**src/rtl/uart_rx_fifo.sv**
```systemverilog
// Receive-side byte FIFO behind the UART receiver: edge-detected push on rx_done,
// first-word-fall-through read, fill level, sticky overflow. Optional: UART_RX_FIFO_OVF_CNT_EN.
module uart_rx_fifo #(
    parameter int DATA_W = 8,
    parameter int ADDR_W = 4
) (
    input  logic              clk,
    input  logic              reset,
    input  logic [DATA_W-1:0] rx_data,
    input  logic              rx_done,
    input  logic              rd_en,
    input  logic              ovf_clr,
    output logic [DATA_W-1:0] rd_data,
    output logic              empty,
    output logic              full,
    output logic [ADDR_W:0]   count,
    output logic              overflow
`ifdef UART_RX_FIFO_OVF_CNT_EN
    ,
    output logic [7:0]        ovf_cnt
`endif
);

    localparam int              DEPTH    = 1 << ADDR_W;
    localparam logic [ADDR_W:0] FULL_CNT = (ADDR_W + 1)'(DEPTH);

    logic              rx_done_q, rx_done_d;
    logic [ADDR_W-1:0] wr_ptr_q, wr_ptr_d;
    logic [ADDR_W-1:0] rd_ptr_q, rd_ptr_d;
    logic [ADDR_W:0]   count_q, count_d;
    logic              overflow_q, overflow_d;
    logic [DATA_W-1:0] mem_q [DEPTH];

    logic push, pop, push_ok, drop;

    assign empty    = (count_q == '0);
    assign full     = (count_q == FULL_CNT);
    assign count    = count_q;
    assign overflow = overflow_q;
    assign rd_data  = mem_q[rd_ptr_q];

    // NOTE: every signal gets a default at the top of always_comb so no path can infer a latch.
    always_comb begin
        push       = rx_done & ~rx_done_q;
        pop        = rd_en & ~empty;
        push_ok    = push & (~full | pop);
        drop       = push & full & ~pop;
        rx_done_d  = rx_done;
        wr_ptr_d   = push_ok ? wr_ptr_q + ADDR_W'(1) : wr_ptr_q;
        rd_ptr_d   = pop ? rd_ptr_q + ADDR_W'(1) : rd_ptr_q;
        count_d    = count_q;
        unique case ({push_ok, pop})
            2'b10:   count_d = count_q + (ADDR_W + 1)'(1);
            2'b01:   count_d = count_q - (ADDR_W + 1)'(1);
            default: count_d = count_q;
        endcase
        // A drop in the clearing cycle takes priority so no overflow event is lost.
        overflow_d = drop | (overflow_q & ~ovf_clr);
    end

    // NOTE: sequential blocks use <= so every flop samples pre-edge values regardless of block order.
    always_ff @(posedge clk or negedge reset) begin
        if (!reset) begin
            rx_done_q  <= 1'b0;
            wr_ptr_q   <= '0;
            rd_ptr_q   <= '0;
            count_q    <= '0;
            overflow_q <= 1'b0;
        end else begin
            rx_done_q  <= rx_done_d;
            wr_ptr_q   <= wr_ptr_d;
            rd_ptr_q   <= rd_ptr_d;
            count_q    <= count_d;
            overflow_q <= overflow_d;
        end
    end

    // NOTE: the storage array is reset on purpose so rd_data reads zero out of reset.
    always_ff @(posedge clk or negedge reset) begin
        if (!reset) begin
            for (int i = 0; i < DEPTH; i++) begin
                mem_q[i] <= '0;
            end
        end else if (push_ok) begin
            // On full+pop wr_ptr equals rd_ptr; the read port still sees the old byte this cycle.
            mem_q[wr_ptr_q] <= rx_data;
        end
    end

`ifdef UART_RX_FIFO_OVF_CNT_EN
    logic [7:0] ovf_cnt_q, ovf_cnt_d;

    always_comb begin
        ovf_cnt_d = ovf_cnt_q;
        if (ovf_clr) begin
            ovf_cnt_d = drop ? 8'd1 : 8'd0;
        end else if (drop && (ovf_cnt_q != 8'hFF)) begin
            ovf_cnt_d = ovf_cnt_q + 8'd1;
        end
    end

    always_ff @(posedge clk or negedge reset) begin
        if (!reset) begin
            ovf_cnt_q <= 8'd0;
        end else begin
            ovf_cnt_q <= ovf_cnt_d;
        end
    end

    assign ovf_cnt = ovf_cnt_q;
`endif

endmodule

```
**config.mk**
```make
export PLATFORM = sky130hd
export DESIGN_NAME = uart_rx_fifo
export DESIGN_NICKNAME = d
export VERILOG_FILES = /design/src/rtl/uart_rx_fifo.sv
export SDC_FILE = /design/constraint.sdc
export NUM_CORES = 1
export LEC_CHECK = 0
export ABC_AREA = 1
export BUFFER_PORTS_ARGS = -buffer_cell sky130_fd_sc_hd__buf_4
export CAP_MARGIN = 10
export CORE_MARGIN = 4
export CORE_UTILIZATION = 45
export CTS_CLUSTER_DIAMETER = 200
export DETAILED_ROUTE_END_ITERATION = 10
export PLACE_DENSITY = 0.64
export RECOVER_POWER = 50
export SYNTH_ARGS = -nofsm -noshare
export SYNTH_HDL_FRONTEND = slang
export SYNTH_SLANG_ARGS = --single-unit
```
**constraint.sdc**
```tcl
create_clock -name clk -period 5.25 [get_ports clk]
set_clock_uncertainty 0.15 [all_clocks]
set_input_delay 0.7875 -clock clk [delete_from_list [all_inputs] [get_ports clk]]
set_output_delay 0.7875 -clock clk [all_outputs]
set_load 0.01 [all_outputs]
```
==> impl_metrics.tcl, run 1 <==
set metrics [dict create \
    grt_antenna_before_repair 0 \
    rsz0062_at_grt "no" \
    critical_path.max_fanout 63 \
    drc_errors 0 \
    port_buffers 28 \
    yosysMostFrequentCell "nand2_1" \
    start_util_pct 45.93 \
    grt_util_met3_pct 4.695 \
    syn-cell-area_mm2 0.006957 \
    hold_ws_ps 329.9 \
    routedWlPerCell_um 16.53 \
    synth_top_family_by_area "simple AND/OR/NAND/NOR gates" \
    n_antenna_cell 0 \
    avgSynthCellArea_um2 8.252 \
    cts_buffers 17 \
    synthDistinctLibCells 26 \
    power_leakage_nw 3.646 \
    sw_frac_of_total_pct 37.82 \
    clkTransAtPathRegs_ps 60 \
    layout-area-overhead-vs-synth_pct 10.11 \
    fmax_mhz 258.7 \
    clockPowerShare_pct 26.3 \
    clk_latency_ps 430 \
    grt_pass1_wl_um 28520 \
    core_mm2 0.01515 \
    crit_chain "buf_4 > nor2_1 > nor2_1 > o21ai_0 > nand3_1 > nand3_1 > nand2_1 > buf_4" \
    overflow 0 \
    p_comb_share_pct 35.0 \
    synth_edf_count 0 \
    required_ps 4310 \
    period_minus_slack_ps 3866 \
    post_cts_buffers 0 \
    grt.met1_usage_pct 28.06 \
    num_vias 5534 \
    crit_type "flip-flop to output pin" \
    met2_usage_pct 33.30 \
    viasPerCell 5.306 \
    clock_sinks 143 \
    ys_warn_count 0 \
    placedCellCount 1012 \
    synthMuxAreaShare_pct 0 \
    root_buffer "clkbuf_16" \
    grt_pass1_vias 5360 \
    ys_seq_area_share_pct 51.44 \
    dp_slack_ps 1970 \
    outcome "finished with violations" \
    slew_headroom_pct -71.50 \
    synthXorXnorAreaFrac_pct 0.8813 \
    final-hold-violation-count 0 \
    syn_nets 864 \
    p_seq_share_pct 38.6 \
    p_int_w 0.003047 \
    ys_seq_elements 143 \
    num_io_pins 29 \
    cts_resized 0 \
    cts_hold_buffers 0 \
    dp_hpwl_um 10520 \
    layout.cells.non_filler 1043 \
    ys.flop_type "dfrtp_1" \
    cpMaxStageDelayCell "dfrtp_1" \
    cts_buffer_depth 2 \
    cts_tree "done" \
    fin_tns_setup_ps 0 \
    synth_simple_gate_area_share_pct 22.93 \
    synth-adder-area-share_pct 1.439 \
    nNetsFinal 864 \
    dieArea_mm2 0.01751 \
    num_rows 45 \
    critPathLaunchType "flip-flop" \
    maxCapViolations 1 \
    worstPathArrival_ps 2930 \
    grt_max_degree 103 \
    chipHeight_um 132.3 \
    vdd_drop_max_mv 0.3165 \
    die_x_um 132.3 \
    cpPeakStageDelay_ps 1010 \
    drive_gt1_share_pct 7.836 \
    busiest_layer "met2" \
    synth_top_cell_area_share_pct 51.44 \
    setup_ws_ps 1384 \
    worstMarginPinSlew_ps 2573 \
    nFillCells 1480 \
    end_kind "output pin" \
    synth.largest_area_cell "dfrtp_1" \
    p_switching_w 0.001853 \
    cts_max_level 4 \
    grt_usage_pct 20.67 \
    synthArstFlopShare_pct 100.0 \
    hold_path_class "flip-flop to flip-flop" \
    first_iter_violations 441 \
    drtPass1Iterations 5 \
    drv_slew 103 \
    post-route-period-util_pct 73.64 \
    place.gp.congestion 0.7676 \
    violations "max-capacitance violations, max-slew violations" \
    power.density_mw_per_mm2 639.8 \
    wirelength_um 17240 \
    synthTopCellsByArea "dfrtp_1, o21ai_0, nand2_1" \
    synth-compound-area-share_pct 15.58 \
    synth_cells 843 \
    setup_viol 0 \
    drtAntennaViolNets 0 \
    multi_input_area_mm2 0.002753 \
    synth_commonest_cells "nand2_1, o21ai_0, dfrtp_1, nor2_1, nand3_1" \
    seqCellArea_mm2 0.003578 \
]
==> worst max-delay path, delay by kind of cell, from the launching register on <==
family                 cells  cell delay [ps]
AND/OR/NAND/NOR            5              550
AO/OA/AOI/OAI              1              150
flip-flops                 1             1010
buffers and inverters      2              770
==> registers in the layout, summed over array words and instances (netlist names) <==
register,flops
rd_ptr_q,4
rx_done_q,1
count,5
wr_ptr_q,4
overflow,1
mem_q,128
==> per-stage QoR <==
step	utilization, %	area (µm²)	power [W]
2_1_floorplan	-	6957	0.003102
6_report	50.57	7660	0.004901
3_5_place_dp	47.08	7131	0.003644
3_3_place_gp	47.08	7131	0.003607
4_1_cts	51.24	7761	0.004952
5_1_grt	50.57	7660	0.005304
==> area by class of cell <==
class	count	share of cell area, %
Clock buffer	21	6.142
Clock inverter	10	2.091
Inverter	61	2.989
Multi-Input combinational cell	588	35.94
Sequential cell	143	46.72
Tap cell	188	3.071
Timing Repair Buffer	32	3.055
==> cell usage in the layout, fill, tap and decap left out, types with 10 or more instances in the layout <==
| cell | netlist | layout |
|---|---|---|
| o211ai_1 | 27 | 27 |
| o21ai_0 | 157 | 164 |
| dfrtp_1 | 143 | 143 |
| clkbuf_16 | 0 | 17 |
| buf_4 | 9 | 29 |
| nor2_1 | 93 | 92 |
| inv_1 | 58 | 58 |
| o21ai_1 | 17 | 10 |
| nand3_1 | 68 | 75 |
| nand2_1 | 196 | 197 |
==> power groups by stage <==
stage	Sequential, W	Clock (W)	Combinational [W]
after floorplan	0.00175	0	0.00135
after global placement	0.00190	0	0.00171
after detailed placement	0.00190	0	0.00174
after CTS	0.00189	0.00131	0.00175
after global routing	0.00195	0.00136	0.00199
final	0.00189	0.00129	0.00172
==> cell families after synthesis <==
logic type	Yosys count
buf+inv	112
simple gates	370
fa+ha+maj	8
flops	143
compound gates	203
xor+xnor	7
==> layer usage <==
layer  share of wire [%]  wire length, µm
met1                  47             8036
met2                  48             8230
met3                 4.4              757
met4                 1.2              211
met5                   0                0
==> worst paths after layout <==
kind / from / to / slack, ps / depth (start not counted)
hold / removal: mem_q[58]$_DFFE_PN0P_ / mem_q[58]$_DFFE_PN0P_ / 330 / 2
hold reg to reg: mem_q[58]$_DFFE_PN0P_ / mem_q[58]$_DFFE_PN0P_ / 330 / 2
setup / recovery: rd_ptr_q[0]$_DFFE_PN0P_ / rd_data[4] / 1380 / 8
min in group asynchronous: reset / mem_q[23]$_DFFE_PN0P_ / 970 / 1
setup reg to reg: rx_done_q$_DFF_PN0_ / count[4]$_DFFE_PN0P_ / 2320 / 15
max in group asynchronous: reset / mem_q[101]$_DFFE_PN0P_ / 2280 / 2
(Power assumes the default switching activity.)
==> run 2, diff against run 1 <==
- clock period: 5.25 -> 3.6 ns (I/O delays scaled with it)
==> impl_metrics.tcl, run 2 (synthesis results as in run 1) <==
set metrics [dict create \
    root_buffer "clkbuf_16" \
    endpoint "rd_data[5]" \
    cpPeakStageDelay_ps 580 \
    num_io_pins 29 \
    setup_viol 0 \
    drv_slew 68 \
    place.gp.congestion 0.8558 \
    largest_register_ffs 128 \
    end_kind "output pin" \
    cpMaxStageDelayCell "dfrtp_1" \
    placedCellCount 1018 \
    crit_buf_inv 3 \
    power.total_w 0.007064 \
    dp_hpwl_um 11000 \
    drive_gt1_share_pct 7.077 \
    start_util_pct 45.93 \
    reg2reg_to "count[4]$_DFFE_PN0P_" \
    clock_sinks 143 \
    rr_worst_depth 16 \
    final_cell_mix "nand2_1, o21ai_0, dfrtp_1" \
    grt_pass1_wl_um 28960 \
    die_x_um 132.3 \
    power_leakage_nw 3.623 \
    grt_max_degree 94 \
    period_minus_slack_ps 3138 \
    post_cts_buffers 0 \
    core_mm2 0.01515 \
    post-route-period-util_pct 87.18 \
    slew_headroom_pct -16.65 \
    cts_tree "done" \
    cts_buffer_depth 2 \
    critPathLaunchType "flip-flop" \
    grt_antenna_before_repair 0 \
    routedWlPerCell_um 16.29 \
    cts_buffers 17 \
    path_delay_family "buffers and inverters" \
    clkTransAtPathRegs_ps 60 \
    grt_usage_pct 20.73 \
    layout.cells.non_filler 1050 \
    top_register "mem_q" \
    fin_tns_setup_ps 0 \
    viasPerCell 5.378 \
    drtAntennaViolNets 0 \
    drtPass1Iterations 5 \
    dieArea_mm2 0.01751 \
    grt_pass1_vias 5605 \
    crit_chain "inv_2 > buf_4 > o211ai_1 > nand3_1 > nand3_1 > nand2_1 > buf_4" \
    layout_commonest_cell "nand2_1" \
    final-hold-violation-count 0 \
    first_iter_violations 451 \
    dp_slack_ps 899.4 \
    worstMarginPinSlew_ps 1750 \
    reg2reg_slack_ps 910 \
    crit_type "flip-flop to output pin" \
    port_buffers 28 \
    wirelength_um 17100 \
    n_antenna_cell 0 \
    clk_latency_ps 420 \
    overflow 0 \
    setup_ws_ps 461.6 \
    cts_max_level 4 \
    nNetsFinal 871 \
    drc_errors 0 \
    outcome "finished with violations" \
    vdd_drop_max_mv 0.5278 \
    required_ps 2910 \
    critical_path.max_fanout 27 \
    worstPathArrival_ps 2450 \
    maxCapViolations 1 \
    rsz0062_at_grt "no" \
    violations "max-capacitance violations, max-slew violations" \
    layout-area-overhead-vs-synth_pct 9.838 \
    rr_startpoint "count[1]$_DFFE_PN0P_" \
    power.density_mw_per_mm2 924.4 \
    chipHeight_um 132.3 \
    fmax_mhz 318.6 \
    critPathLaunch "rd_ptr_q[1]$_DFFE_PN0P_" \
    path_depth 7 \
    hold_path_class "input pin to flip-flop" \
    num_vias 5647 \
    num_rows 45 \
]
run 2: how the worst min path moves through the flow:
| stage | startpoint | end | slack (ps) | depth (start not counted) |
|---|---|---|---|---|
| floorplan | reset | count[0]$_DFFE_PN0P_ | 90 | 0 |
| global placement | mem_q[2]$_DFFE_PN0P_ | mem_q[2]$_DFFE_PN0P_ | 310 | 2 |
| detailed placement | mem_q[6]$_DFFE_PN0P_ | mem_q[6]$_DFFE_PN0P_ | 320 | 2 |
| CTS | rx_done | rx_done_q$_DFF_PN0_ | 70 | 1 |
| global route | rx_done | rx_done_q$_DFF_PN0_ | 90 | 1 |
| finish | rx_done | rx_done_q$_DFF_PN0_ | 100 | 1 |
run 2: what timing repair did:
| action | 4_1_cts | 5_1_grt |
|---|---|---|
| hold buffers | 1 | 0 |
| hold endpoints to repair | 8 | 0 |
| resized for setup | 0 | 0 |
run 2: final cells by class:
type,instances,area [µm²]
clock buffers,24,471.7
multi-input cells,588,2763
clock inverters,7,110.1
inverters,61,229.0
well taps,188,235.2
repair buffers,39,252.7
flip-flops and latches,143,3580
fillers,1449,7505
run 2: through the flow:
stage               util [%]  hold WS [ps]  instance area [µm²]
finish                 50.45         102.3                 7641
global route           50.45         91.81                 7641
CTS                    51.28         72.77                 7767
detailed placement     47.38         317.6                 7176
global placement       47.38         310.6                 7176
floorplan                  -         94.41                 6957
run 2: where the power goes:
group | internal [W] | switching [W] | total (W)
clock network | 0.00112 | 0.000645 | 0.00176
logic | 0.000995 | 0.00165 | 0.00264
registers | 0.00225 | 0.000407 | 0.00266
run 2: metal layers:
metal / GRT usage [%] / share of wire [%] / vias up
met1: 28.00 / 47 / 2715
met4: 5.254 / 1.2 / 0
met5: 0 / 0 / -
met2: 33.92 / 48 / 138
li1: - / - / 2773
met3: 4.809 / 4.5 / 21
run 2: worst register-to-register path: stages (launching register included):
cell     delay, ps
dfrtp_1        420
nor2_1         190
nand2_2         90
nor2_4         130
nand2_4        150
nand2_1        240
ha_1           310
inv_1          130
nand2_1         70
nand2_1         70
ha_1           180
inv_1           60
nand2_1         70
nand3_1        110
nand3_1         80
nand3_1         90
nand2_1         50
==> run 3, diff against run 2 <==
- CTS_CLUSTER_DIAMETER: 200 -> 60
- clock period: 3.6 -> 3.4 ns (I/O delays scaled with it)
==> impl_metrics.tcl, run 3 (synthesis results as in run 1) <==
set metrics [dict create \
    required_ps 2740 \
    routedWlPerCell_um 16.38 \
    grt_max_degree 94 \
    layout-area-overhead-vs-synth_pct 12.12 \
    slew_headroom_pct -27.74 \
    fin_tns_setup_ps 0 \
    cts_hold_buffers 1 \
    power_leakage_nw 3.675 \
    p_int_w 0.004772 \
    outcome "finished with violations" \
    crit_top_cell "buf_4" \
    maxCapViolations 1 \
    end_kind "output pin" \
    grt_pass1_wl_um 29350 \
    p_seq_share_pct 36.4 \
    power.density_mw_per_mm2 984.2 \
    start_util_pct 45.93 \
    critPathLaunchType "flip-flop" \
    grt_antenna_before_repair 0 \
    num_rows 45 \
    final_cell_mix "nand2_1, o21ai_0, dfrtp_1" \
    sw_frac_of_total_pct 37.84 \
    design_area_mm2 0.007800 \
    grt_pass1_vias 5651 \
    p_switching_w 0.002905 \
    drtPass1Iterations 5 \
    grt_usage_pct 21.06 \
    setup_viol 0 \
    num_vias 5684 \
    die_x_um 132.3 \
    root_buffer "clkbuf_16" \
    dieArea_mm2 0.01751 \
    min_path_cells 1 \
    reg2reg_slack_ps 500 \
    drive_gt1_share_pct 8.575 \
    hold_path.startpoint "rx_done" \
    n_antenna_cell 0 \
    viasPerCell 5.408 \
    place_area_mm2 0.007201 \
    critical_path.max_fanout 34 \
    nNetsFinal 871 \
    dp_slack_ps 728.0 \
    top_register "mem_q" \
    port_buffers 28 \
    cpPeakStageDelay_ps 470 \
    cts_resized 0 \
    hold_path_class "input pin to flip-flop" \
    rr_startpoint "count[3]$_DFFE_PN0P_" \
    dp_hpwl_um 10840 \
    drc_errors 0 \
    clockPowerShare_pct 26.4 \
    rr_worst_depth 16 \
    core_mm2 0.01515 \
    clk_latency_ps 430 \
    num_io_pins 29 \
    violations "max-capacitance violations, max-slew violations" \
    p_comb_share_pct 37.2 \
    clkTransAtPathRegs_ps 60 \
    crit_type "flip-flop to output pin" \
    cts_tree "done" \
    cpMaxStageDelayCell "inv_2" \
    drtAntennaViolNets 0 \
    first_iter_violations 376 \
    wirelength_um 17220 \
    chipHeight_um 132.3 \
    final_core_util_pct 51.50 \
    largest_register_ffs 128 \
    layout_commonest_cell "nand2_1" \
    setup_ws_ps 434.0 \
    clock_sinks 143 \
    rsz0062_at_grt "no" \
    worstPathArrival_ps 2310 \
    reg2reg_to "count[4]$_DFFE_PN0P_" \
    fmax_mhz 337.2 \
    crit_chain "buf_4 > inv_2 > buf_4 > nor2_1 > o21ai_0 > nand3_1 > nand3_1 > nand2_1 > buf_4" \
    cts_buffer_depth 2 \
    power.total_w 0.007677 \
    drv_slew 75 \
    cts_buffers 17 \
    min_to "rx_done_q$_DFF_PN0_" \
    post_cts_buffers 0 \
    vdd_drop_max_mv 0.5234 \
    overflow 0 \
    period_minus_slack_ps 2966 \
    post-route-period-util_pct 87.24 \
    cts_max_level 4 \
    final-hold-violation-count 0 \
    place.gp.congestion 0.7719 \
    worstMarginPinSlew_ps 1916 \
]
[run 3: changes by cell type in the layout (fill, tap and decap cells not counted), moves of 2 or more]
cell	previous run	this run
clkinv_2	4	2
clkbuf_8	2	4
nand3_1	74	69
o21ai_1	9	17
o21ai_0	165	157
clkinv_4	0	2
buf_12	0	2
nand3_4	1	6
clkbuf_1	15	8
[run 3: final cells by class]
type,count,area [µm²]
multi-input combinational,588,2820
clock buffer,23,488.0
sequential,143,3580
clock inverter,9,155.1
timing repair buffer,39,292.8
fill,1467,7346
inverter,61,229.0
tap,188,235.2
[run 3: critical path, delay by kind of cell (launching register included)]
| family | cells | cell delay, ps |
|---|---|---|
| AOI/OAI and AO/OA | 1 | 60 |
| buffers and inverters | 4 | 1090 |
| DFF | 1 | 360 |
| and+or+nand+nor | 4 | 360 |
[run 3: worst max path at each step]
stage | startpoint | endpoint | slack [ps] | cells after the start
2_1_floorplan | count[3]$_DFFE_PN0P_ | count[4]$_DFFE_PN0P_ | 950 | 17
3_3_place_gp | count[2]$_DFFE_PN0P_ | count[4]$_DFFE_PN0P_ | 840 | 16
3_5_place_dp | count[2]$_DFFE_PN0P_ | count[4]$_DFFE_PN0P_ | 730 | 16
4_1_cts | rd_ptr_q[1]$_DFFE_PN0P_ | rd_data[1] | 400 | 9
5_1_grt | reset | mem_q[112]$_DFFE_PN0P_ | 190 | 3
6_report | rd_ptr_q[1]$_DFFE_PN0P_ | rd_data[1] | 430 | 9
[run 3: stage by stage]
| step | cells | hold WS [ps] |
|---|---|---|
| after detailed placement | 1018 | 317.5 |
| final | 1051 | 61.65 |
| after global placement | 1018 | 310.4 |
| after CTS | 1051 | 26.51 |
| after floorplan | 843 | 64.41 |
| after global routing | 1051 | 50.55 |
[run 3: power groups by stage]
stage / Sequential, W / Clock, W / Combinational [W]
final: 0.00280 / 0.00203 / 0.00285
after detailed placement: 0.00280 / 0 / 0.00290
after global placement: 0.00280 / 0 / 0.00285
after CTS: 0.00279 / 0.00206 / 0.00292
after floorplan: 0.00271 / 0 / 0.00208
after global routing: 0.00288 / 0.00214 / 0.00328
[run 3: routing by layer]
metal	GRT usage (%)	up-vias	share of wire (%)
met4	8.256	0	2.8
met2	32.87	134	46
met1	27.99	2735	46
li1	-	2781	-
met3	5.802	34	5.4
met5	0	-	0
